===== src/rtl/inst_fetch_pkg.sv =====
// Shared types and default sizing for the instruction fetch stage.
package inst_fetch_pkg;

  localparam int unsigned IF_DWIDTH     = 32;   // instruction word width
  localparam int unsigned IF_DEPTH      = 256;  // ROM depth / PC space
  localparam int unsigned IF_BRAM_DELAY = 2;    // ROM read latency

  // Fetch controller states
  typedef enum logic [1:0] {
    IF_IDLE  = 2'd0,
    IF_FETCH = 2'd1,
    IF_DRAIN = 2'd2,
    IF_DONE  = 2'd3
  } if_state_e;

  // Buffer entries required to sustain one word per cycle through the ROM latency
  function automatic int unsigned fbuf_entries(input int unsigned bram_delay);
    return bram_delay + 2;
  endfunction

endpackage


===== src/rtl/inst_fetch_if.sv =====
// Control, ROM and decoder signals of the fetch stage.
// slave: the fetch stage itself; master: controller / ROM / decoder side.
interface inst_fetch_if #(
  parameter int unsigned DWIDTH = 32,
  parameter int unsigned AWIDTH = 8
);
  // VP controller
  logic              start;
  logic [AWIDTH-1:0] start_pc;
  logic [AWIDTH-1:0] end_pc;
  logic              redirect;
  logic [AWIDTH-1:0] redirect_pc;
  logic              busy;
  logic              done;
  // Instruction ROM
  logic              rom_rden;
  logic [AWIDTH-1:0] rom_addr;
  logic              rom_vld;
  logic [DWIDTH-1:0] rom_dout;
  // Decoder
  logic              inst_vld;
  logic              inst_rdy;
  logic [DWIDTH-1:0] inst_data;

  modport slave (
    input  start, start_pc, end_pc, redirect, redirect_pc,
    output busy, done,
    output rom_rden, rom_addr,
    input  rom_vld, rom_dout,
    output inst_vld, inst_data,
    input  inst_rdy
  );

  modport master (
    output start, start_pc, end_pc, redirect, redirect_pc,
    input  busy, done,
    input  rom_rden, rom_addr,
    output rom_vld, rom_dout,
    input  inst_vld, inst_data,
    output inst_rdy
  );

endinterface


===== src/rtl/inst_fbuf.sv =====
// Fetch buffer: synchronous FIFO with flush, occupancy count and a read port
// driven from registered pointers. Output word is forced to zero when empty.
module inst_fbuf #(
  parameter int unsigned DWIDTH = 32,
  parameter int unsigned DEPTH  = 4,
  parameter int unsigned CW     = $clog2(DEPTH + 1)
) (
  input  logic              clk,
  input  logic              rst_n,
  input  logic              flush,
  input  logic              push,
  input  logic [DWIDTH-1:0] din,
  input  logic              pop,
  output logic              vld,
  output logic [DWIDTH-1:0] dout,
  output logic [CW-1:0]     cnt
);

  localparam int unsigned        PW      = (DEPTH > 1) ? $clog2(DEPTH) : 1;
  localparam logic [PW-1:0]      PTR_MAX = PW'(DEPTH - 1);
  localparam logic [CW-1:0]      CNT_MAX = CW'(DEPTH);

  logic [DWIDTH-1:0] mem [DEPTH];
  logic [PW-1:0]     wr_ptr;
  logic [PW-1:0]     rd_ptr;
  logic [CW-1:0]     cnt_q;
  logic              do_push;
  logic              do_pop;

  // Qualify push/pop; flush overrides both
  always_comb begin
    do_push = push && !flush;
    do_pop  = pop && !flush && (cnt_q != '0);
  end

  // Storage needs no reset: empty entries are never presented
  always_ff @(posedge clk) begin
    if (do_push) begin
      mem[wr_ptr] <= din;
    end
  end

  // Pointers and occupancy
  always_ff @(posedge clk or negedge rst_n) begin
    if (!rst_n) begin
      wr_ptr <= '0;
      rd_ptr <= '0;
      cnt_q  <= '0;
    end else if (flush) begin
      wr_ptr <= '0;
      rd_ptr <= '0;
      cnt_q  <= '0;
    end else begin
      if (do_push) begin
        wr_ptr <= (wr_ptr == PTR_MAX) ? '0 : wr_ptr + 1'b1;
      end
      if (do_pop) begin
        rd_ptr <= (rd_ptr == PTR_MAX) ? '0 : rd_ptr + 1'b1;
      end
      case ({do_push, do_pop})
        2'b10:   cnt_q <= cnt_q + 1'b1;
        2'b01:   cnt_q <= cnt_q - 1'b1;
        default: cnt_q <= cnt_q;
      endcase
    end
  end

  // Head word presented to the consumer
  always_comb begin
    vld  = (cnt_q != '0);
    dout = vld ? mem[rd_ptr] : '0;
    cnt  = cnt_q;
  end

  // Upstream credit accounting must never let a write land on a full buffer
  a_no_overflow: assert property (@(posedge clk) disable iff (!rst_n)
    !(do_push && (cnt_q == CNT_MAX)));

endmodule


===== src/rtl/inst_fetch.sv =====
// Instruction fetch stage: walks PC from start_pc to end_pc issuing ROM reads,
// captures returns into a credit-protected buffer and hands words to the
// decoder over valid/ready. Redirect flushes and resumes at a new PC.
module inst_fetch
  import inst_fetch_pkg::*;
#(
  parameter int unsigned DWIDTH            = IF_DWIDTH,
  parameter int unsigned DEPTH             = IF_DEPTH,
  parameter int unsigned AWIDTH            = $clog2(DEPTH),
  parameter int unsigned COMMON_BRAM_DELAY = IF_BRAM_DELAY,
  parameter int unsigned FBUF_DEPTH        = fbuf_entries(COMMON_BRAM_DELAY)
) (
  input  logic       clk,
  input  logic       rst_n,
  inst_fetch_if.slave bus
);

  localparam int unsigned   CW      = $clog2(FBUF_DEPTH + 1);
  localparam logic [AWIDTH-1:0] PC_LAST = AWIDTH'(DEPTH - 1);
  localparam logic [CW:0]   CREDITS = (CW + 1)'(FBUF_DEPTH);

  if_state_e         state_q, state_d;
  logic [AWIDTH-1:0] pc_q, pc_d;
  logic [AWIDTH-1:0] end_q, end_d;
  logic [CW-1:0]     infl_q, infl_d;
  logic [CW-1:0]     drop_q, drop_d;

  logic [CW-1:0]     fbuf_cnt;
  logic              fbuf_vld;
  logic [DWIDTH-1:0] fbuf_dout;
  logic [CW:0]       occ;
  logic              rv;
  logic              redir;
  logic              issue;
  logic              push;
  logic              pop;

  // Issue / capture qualification. A ROM return only counts while reads are
  // outstanding, so stale returns after reset are ignored.
  always_comb begin
    occ   = {1'b0, infl_q} + {1'b0, fbuf_cnt};
    rv    = bus.rom_vld && (infl_q != '0);
    redir = bus.redirect && ((state_q == IF_FETCH) || (state_q == IF_DRAIN));
    issue = (state_q == IF_FETCH) && !redir && (occ < CREDITS);
    push  = rv && (drop_q == '0) && !redir;
    pop   = fbuf_vld && bus.inst_rdy;
  end

  // Next state, PC and counters
  always_comb begin
    state_d = state_q;
    pc_d    = pc_q;
    end_d   = end_q;
    infl_d  = infl_q + CW'(issue) - CW'(rv);
    drop_d  = drop_q;

    case (state_q)
      IF_IDLE: begin
        if (bus.start) begin
          state_d = IF_FETCH;
          pc_d    = bus.start_pc;
          end_d   = bus.end_pc;
        end
      end
      IF_FETCH: begin
        if (issue && (pc_q == end_q)) begin
          state_d = IF_DRAIN;
        end
      end
      IF_DRAIN: begin
        if ((infl_q == '0) && (fbuf_cnt == '0) && (drop_q == '0)) begin
          state_d = IF_DONE;
        end
      end
      IF_DONE: begin
        state_d = IF_IDLE;
      end
      default: begin
        state_d = IF_IDLE;
      end
    endcase

    if (issue) begin
      pc_d = (pc_q == PC_LAST) ? '0 : pc_q + 1'b1;
    end

    if (rv && (drop_q != '0)) begin
      drop_d = drop_q - 1'b1;
    end

    // Every read still outstanding after this cycle's return becomes a drop
    if (redir) begin
      state_d = IF_FETCH;
      pc_d    = bus.redirect_pc;
      drop_d  = infl_q - CW'(rv);
    end
  end

  // State and counter registers
  always_ff @(posedge clk or negedge rst_n) begin
    if (!rst_n) begin
      state_q <= IF_IDLE;
      pc_q    <= '0;
      end_q   <= '0;
      infl_q  <= '0;
      drop_q  <= '0;
    end else begin
      state_q <= state_d;
      pc_q    <= pc_d;
      end_q   <= end_d;
      infl_q  <= infl_d;
      drop_q  <= drop_d;
    end
  end

  inst_fbuf #(
    .DWIDTH (DWIDTH),
    .DEPTH  (FBUF_DEPTH),
    .CW     (CW)
  ) u_fbuf (
    .clk   (clk),
    .rst_n (rst_n),
    .flush (redir),
    .push  (push),
    .din   (bus.rom_dout),
    .pop   (pop),
    .vld   (fbuf_vld),
    .dout  (fbuf_dout),
    .cnt   (fbuf_cnt)
  );

  // Outputs to ROM, decoder and controller
  always_comb begin
    bus.rom_rden  = issue;
    bus.rom_addr  = issue ? pc_q : '0;
    bus.inst_vld  = fbuf_vld;
    bus.inst_data = fbuf_dout;
    bus.busy      = (state_q == IF_FETCH) || (state_q == IF_DRAIN);
    bus.done      = (state_q == IF_DONE);
  end

  a_credit: assert property (@(posedge clk) disable iff (!rst_n)
    occ <= CREDITS);

  a_drop_le_infl: assert property (@(posedge clk) disable iff (!rst_n)
    drop_q <= infl_q);

endmodule


===== src/flat_wrapper.sv =====
// flat-port wrapper written by rule: the top's interface ports become plain ports
module inst_fetch_flat import inst_fetch_pkg::*;
#(
  parameter int unsigned DWIDTH            = IF_DWIDTH,
  parameter int unsigned DEPTH             = IF_DEPTH,
  parameter int unsigned AWIDTH            = $clog2(DEPTH),
  parameter int unsigned COMMON_BRAM_DELAY = IF_BRAM_DELAY,
  parameter int unsigned FBUF_DEPTH        = fbuf_entries(COMMON_BRAM_DELAY)
)
  (clk, rst_n, bus_start, bus_start_pc, bus_end_pc, bus_redirect, bus_redirect_pc, bus_busy, bus_done, bus_rom_rden, bus_rom_addr, bus_rom_vld, bus_rom_dout, bus_inst_vld, bus_inst_data, bus_inst_rdy);
  inst_fetch_if #(.DWIDTH(DWIDTH), .AWIDTH(AWIDTH)) bus_i ();
  input  logic clk;
  input  logic rst_n;
  input wire logic [$bits(bus_i.start)-1:0] bus_start;
  input wire logic [$bits(bus_i.start_pc)-1:0] bus_start_pc;
  input wire logic [$bits(bus_i.end_pc)-1:0] bus_end_pc;
  input wire logic [$bits(bus_i.redirect)-1:0] bus_redirect;
  input wire logic [$bits(bus_i.redirect_pc)-1:0] bus_redirect_pc;
  output wire logic [$bits(bus_i.busy)-1:0] bus_busy;
  output wire logic [$bits(bus_i.done)-1:0] bus_done;
  output wire logic [$bits(bus_i.rom_rden)-1:0] bus_rom_rden;
  output wire logic [$bits(bus_i.rom_addr)-1:0] bus_rom_addr;
  input wire logic [$bits(bus_i.rom_vld)-1:0] bus_rom_vld;
  input wire logic [$bits(bus_i.rom_dout)-1:0] bus_rom_dout;
  output wire logic [$bits(bus_i.inst_vld)-1:0] bus_inst_vld;
  output wire logic [$bits(bus_i.inst_data)-1:0] bus_inst_data;
  input wire logic [$bits(bus_i.inst_rdy)-1:0] bus_inst_rdy;
  assign bus_i.start = bus_start;
  assign bus_i.start_pc = bus_start_pc;
  assign bus_i.end_pc = bus_end_pc;
  assign bus_i.redirect = bus_redirect;
  assign bus_i.redirect_pc = bus_redirect_pc;
  assign bus_busy = bus_i.busy;
  assign bus_done = bus_i.done;
  assign bus_rom_rden = bus_i.rom_rden;
  assign bus_rom_addr = bus_i.rom_addr;
  assign bus_i.rom_vld = bus_rom_vld;
  assign bus_i.rom_dout = bus_rom_dout;
  assign bus_inst_vld = bus_i.inst_vld;
  assign bus_inst_data = bus_i.inst_data;
  assign bus_i.inst_rdy = bus_inst_rdy;
  inst_fetch #(.DWIDTH(DWIDTH), .DEPTH(DEPTH), .AWIDTH(AWIDTH), .COMMON_BRAM_DELAY(COMMON_BRAM_DELAY), .FBUF_DEPTH(FBUF_DEPTH)) u_core (.clk(clk), .rst_n(rst_n), .bus(bus_i));
endmodule

===== config.mk =====
export PLATFORM = sky130hd
export DESIGN_NAME = inst_fetch_flat
export DESIGN_NICKNAME = d
export VERILOG_FILES = /design/src/rtl/inst_fetch_pkg.sv /design/src/rtl/inst_fetch_if.sv /design/src/rtl/inst_fbuf.sv /design/src/rtl/inst_fetch.sv /design/src/flat_wrapper.sv
export SDC_FILE = /design/constraint.sdc
export NUM_CORES = 1
export LEC_CHECK = 0
export ABC_AREA = 0
export ABC_CLOCK_PERIOD_IN_PS = 3800
export CAP_MARGIN = 30
export CELL_PAD_IN_SITES_DETAIL_PLACEMENT = 0
export CELL_PAD_IN_SITES_GLOBAL_PLACEMENT = 1
export CORE_UTILIZATION = 40
export CTS_CLUSTER_DIAMETER = 150
export DETAILED_ROUTE_END_ITERATION = 6
export GPL_ROUTABILITY_DRIVEN = 0
export GPL_TIMING_DRIVEN = 0
export PLACE_DENSITY = 0.73
export REMOVE_ABC_BUFFERS = 1
export SYNTH_ARGS = -nofsm -noshare
export SYNTH_HDL_FRONTEND = slang
export SYNTH_SLANG_ARGS = --single-unit

===== constraint.sdc =====
create_clock -name clk -period 3.8 [get_ports clk]
set_input_delay 0.38 -clock clk [delete_from_list [all_inputs] [get_ports clk]]
set_output_delay 0.38 -clock clk [all_outputs]
set_load 0.005 [all_outputs]

======== Word-level counts from Yosys, hierarchy flattened ========
Memories as Yosys holds them, arrays and structs flattened.
Cells that the tools add are included.
W data, S select, Z words.
cells by class
  bitwise gates (word level) .............. 0
  $add $sub $neg .......................... 10
  shift-type cells ........................ 0
  div/mod/pow operators ................... 0
  reductions and logical operators ........ 32
  multiplexer cells ....................... 24
  $mul .................................... 0
  order comparisons ....................... 1
  equal/unequal tests ..................... 12
operators by type and width
  operator               count
  $mux W8                6
  $mux W32               1
  $mux W2                10
  $reduce_bool A3 Y1     6
  $logic_and A1 B1 Y1    14
  $eq A2 B2 Y1 const B   5
  $logic_not A3 Y1       3
  $mux W3                3
  $add A8 B1 Y8 const B  1
  $eq A8 B8 Y1           1
  $eq A8 B8 Y1 const B   1
  $pmux W2 S4            1
  $ne A3 B2 Y1 const B   2
  $pmux W3 S2            1
  $reduce_bool A2 Y1     3
  $sub A3 B1 Y3          2
  $sub A3 B1 Y3 const B  2
  $add A2 B1 Y2 const B  2
  $add A3 B3 Y4          1
  $eq A2 B1 Y1 const B   2
  $lt A4 B3 Y1 const B   1
  $reduce_and A2 Y1      2
  $add A3 B1 Y3          1
  $add A3 B1 Y3 const B  1
  other kinds (6)        7
word-level totals
  bits in writable memories ............... 128
  memory bits (read-only) ................. 0
  word-level logic and storage cells ...... 88
  memories kept ........................... 1
  bits in registers ....................... 31
  latch bits .............................. 0
  input bits .............................. 62
memory list
  memory             depth  bits a word  read ports  clocked after memory_dff  wr ports  line             text
  u_core.u_fbuf.mem  4      32           1           0                         1         inst_fbuf.sv:23  logic [DWIDTH-1:0] mem [DEPTH];

======== Depth between registers and ports, before layout ========
  depth after elaboration ................. 10
  depth in mapped cells ................... 12
  gate-level depth less buffers ........... 11

======== Cells and area by module ========
From an unflattened synthesis, not the netlist that was laid out.
unflattened totals
  cell total of the unflattened synthesis .. 444
  area total of the unflattened synthesis .. 7164.4 sq um
modules (own cells, without submodules)
  module      times used  area each (sq um)  seq. area each (sq um)  cells each
  inst_fbuf   1           5375.2             4018.9                  254
  inst_fetch  1           1789.2             600.6                   190

======== Worst setup path before layout ========
Ideal clock, no wire load.
  path kind ............................... reg2reg
  start point ............................. register u_core.state_q[1]
  end point ............................... register u_core.u_fbuf.cnt_q[2] (netlist: u_core.u_fbuf.cnt[2])
  cell stages (with the launch flop) ...... 12
  path slack .............................. 1010 ps
  buffers on the path ..................... 2
  arrival time ............................ 2711 ps
  cells stage by stage .................... dfrtp_1 inv_1 ha_1 and2_1 clkbuf_1 buf_1 nor2_1 ha_1 fa_1 xnor2_1 or3_1 a21oi_1
on the way
  longest elaborated chain between the ends .. 9
  elaborated cells on any way between the ends .. 14
  classes of those cells .................. 4 x eq/ne; 2 x mux; 8 x reduce/logical
ends and longest elaborated chain
  what                                                 line                                                text
  start, declared                                      inst_fetch.sv:22                                    if_state_e state_q, state_d;
  start signal, assigned                               inst_fetch.sv:108                                   state_q <= state_d;
  $eq A2 B1 Y1 / $eq A2 B2 Y1 (equally long branches)  n/a
  $logic_or A1 B1 Y1 (*)                               n/a
  via bus_busy                                         flat_wrapper.sv:19                                  output wire logic [$bits(bus_i.busy)-1:0] bus_busy;
  $logic_and A1 B1 Y1 (*)                              inst_fetch.sv:43                                    redir = bus.redirect && ((state_q == IF_FETCH) || (state_q == IF_DRAIN));
  $logic_not A1 Y1                                     inst_fbuf.sv:32, inst_fbuf.sv:33, inst_fetch.sv:45
  $logic_and A1 B1 Y1, on equally long branches        inst_fbuf.sv:33, inst_fetch.sv:45
  $logic_and A1 B1 Y1, on equally long branches        inst_fbuf.sv:33, inst_fbuf.sv:32
  $eq A2 B1 Y1 / $eq A2 B2 Y1 (equally long branches)  inst_fbuf.sv:60                                     case ({do_push, do_pop})
  $pmux W3 S2                                          inst_fbuf.sv:60
  $mux W3                                              inst_fbuf.sv:49                                     end else if (flush) begin
  end signal, assigned                                 inst_fbuf.sv:61                                     2'b10: cnt_q <= cnt_q + 1'b1;
  end signal, assigned                                 inst_fbuf.sv:62                                     2'b01: cnt_q <= cnt_q - 1'b1;
  end signal, assigned                                 inst_fbuf.sv:63                                     default: cnt_q <= cnt_q;
  end, declared                                        inst_fbuf.sv:26                                     logic [CW-1:0] cnt_q;
Mark *: on every way through the listed nets, which the timed path passes. The rest lies on a longest branch.
A chain may end at the register's enable or synchronous reset.

======== Worst setup path after layout ========
  start point ............................. register u_core.infl_q[2]
  end point ............................... output port bus_rom_addr[3]
on the way
  longest elaborated chain between the ends .. 4
ends and longest elaborated chain
  what                    line                text
  start, declared         inst_fetch.sv:25    logic [CW-1:0] infl_q, infl_d;
  start signal, assigned  inst_fetch.sv:111   infl_q <= infl_d;
  $add A3 B3 Y4           inst_fetch.sv:41    occ = {1'b0, infl_q} + {1'b0, fbuf_cnt};
  $lt A4 B3 Y1            inst_fetch.sv:44    issue = (state_q == IF_FETCH) && !redir && (occ < CREDITS);
  $logic_and A1 B1 Y1     inst_fetch.sv:44
  $mux W8                 inst_fetch.sv:135   bus.rom_addr = issue ? pc_q : '0;
  end, declared           flat_wrapper.sv:22  output wire logic [$bits(bus_i.rom_addr)-1:0] bus_rom_addr;
Every way passes these cells.

==> metrics <==
worst vdd ir=between 0.0003 and 0.0004 V; pwr dens=695.1 nW/um^2; Post-CTS Resized=0; ANT cells=0; RSZ-0062 raised after global routing=false; core region area=16700 sq um; largest net degree at the start of global routing=35; initial antenna violation count=0; sequential area share after synthesis=66.90%; Synth Cell Area=6905 sq um; CP Launch Type=register; vias per inst=5.184; WP data arrival=about 3 ns; max_cap viols=0; commonest non-fill, non-tap cell in the layout=edfxtp_1; Hold Vio Cnt, Final=0; First-pass DRT Iterations=4; starting density of the core=approximately 41%; Max Freq=around 300 MHz; Residual DRC=0; share of cells above drive strength 1=15.19%; Layout area overhead=26.38%; leakage=2.997 nW; area post-placement=8180 sq um; postcts setup bufs=0; Final ANT Viol Nets=0; crit-path max FO=23; cts hold-fix bufs=0; Tmin final=3.379 ns; Crit path required time=roughly 3.4 ns; Worst Hold Class=input pin to asynchronous set/reset pin; Netlist cell types=45; grt total ovfl=0; final setup vio count=0; Slew headroom=38.93%; Die Span Y=about 130 microns; most frequent cells in the layout=edfxtp_1, clkdlybuf4s50_1, and2_1, mux4_2, dfrtp_1; setup TNS=0 ns; Fill cells=1382; Multi-input gate area=2138 sq um; Slew @ Worst Pin=0.9161 ns; Design Area, Final=roughly 8700 sq um; I/O pin total=106; number of synthesized register bits=roughly 160; Ys Warns=0; Worst-path clk slew=0.06 ns; worst-case clock buffer depth=2; run status=finished clean; Mapped Cells=422; vias in the first global route=4180; worst setup path class=register to output pin; Num Clock Sinks=159; drt initial violations=185; H-tree levels=4; Total GRT Usage=16.12%; port buffer count=105; Clock Latency Late Sink=0.41 ns; Slew Limit Fails=0; DP HPWL=8.356 mm; fin nets=610; die width=133.4 microns; predominant post-synthesis flop cell=edfxtp_1; worst clock skew=0.008051 ns; FFs w/ async S/R, synth=19.50%; sequential cell area=4622 sq um; clock root buffer=clkbuf_16; first-pass GRT wire length=21.69 mm; average wire per standard cell=17.53 microns; DIE AREA=between 15000 and 20000 sq um; endpoint class of the critical path=output pin; Avg Cell Area, Syn=about 16 sq um; Final period util=between 80 and 90%; CTS tree=built; Via Count=3940; Post-synth EDFFs=128; Cell Rows=47; CTS buffer count=17; WL final=about 13 mm
[worst paths after layout]
kind / from / depth (start not counted) / to / slack [ns]
min: rst_n / 1 / u_core.end_q[7] / 0.02
min in group clk: u_core.end_q[7] / 1 / u_core.end_q[7] / 0.53
max: u_core.infl_q[2] / 5 / bus_rom_addr[3] / 0.42
max reg2reg: u_core.infl_q[2] / 9 / u_core.infl_q[2] / 0.70
max in group asynchronous: rst_n / 1 / u_core.u_fbuf.rd_ptr[0] / 3.25
min reg2reg: u_core.end_q[7] / 1 / u_core.end_q[7] / 0.53
[cell type report]
cell class	count	area share (%)
Timing Repair Buffer	107	12.53
Clock inverter	14	1.348
Multi-Input combinational cell	229	24.50
Inverter	13	0.5878
Clock buffer	18	4.918
Tap cell	220	3.154
Sequential cell	159	52.96
[power by group]
| part | internal (W) | switching (W) |
|---|---|---|
| registers | 0.00211 | 0.000280 |
| clock network | 0.000898 | 0.000663 |
| logic | 0.00122 | 0.000897 |
[through the flow]
step	utilization [%]	setup slack [ns]	power (W)	hold slack, ns	std cells
after floorplan	-	1.057	0.003565	0.08441	401
after global placement	48.68	0.09092	0.004494	0.5152	726
after detailed placement	48.98	0.5742	0.004576	0.5015	728
after CTS	52.25	0.4166	0.006162	0.04935	760
after global routing	52.25	0.2639	0.006457	0.06747	760
final	52.25	0.4206	0.006066	0.02274	760
[cell usage after synthesis (9+ instances only)]
master    instances  area (sq um)
xnor2_1          12         105.1
nor3_1            9         45.04
and2_1           42         262.8
mux2_2            9         101.4
nand2_1          16         60.06
edfxtp_1        128          3844
dfrtp_1          31         775.7
clkbuf_1         11         41.29
nor2_1           14         52.55
a21oi_1          12         60.06
mux4_2           32         720.7
ha_1             19         237.7
inv_1            12         45.04
[cells by family (layout without fill, tap and decap cells)]
logic type	after synthesis	count (layout)	share of synthesized area (%)
muxes	45	45	12.48
buffers and inverters	34	152	2.211
DFF	159	159	66.90
and+or+nand+nor	108	108	8.679
xor gates and xnor gates	14	14	1.776
AOI/OAI and AO/OA	41	41	3.932
adders and majority gates	21	21	4.023
[worst max-delay path, cell delays in order, from the launching register on]
cell             delay, ns
dfrtp_1               0.44
ha_1                  0.31
nor4_2                0.29
and3_1                0.73
and2_1                0.28
clkdlybuf4s50_1       0.53
[sequential cells by signal, summed over array words and instances (netlist names)]
register              flops
u_core.drop_q             3
u_core.end_q              8
u_core.infl_q             3
u_core.pc_q               8
u_core.state_q            2
u_core.u_fbuf.cnt         3
u_core.u_fbuf.mem       128
u_core.u_fbuf.rd_ptr      2
u_core.u_fbuf.wr_ptr      2
[metal layers]
| metal | wire [microns] | global-route usage (%) | up-vias |
|---|---|---|---|
| met5 | 0 | 0 | - |
| met4 | 159 | 4.924 | 0 |
| met2 | 6563 | 27.34 | 116 |
| met3 | 668 | 4.110 | 13 |
| li1 | - | - | 1834 |
| met1 | 5932 | 20.31 | 1977 |
Power figures use the tool's default switching activity.
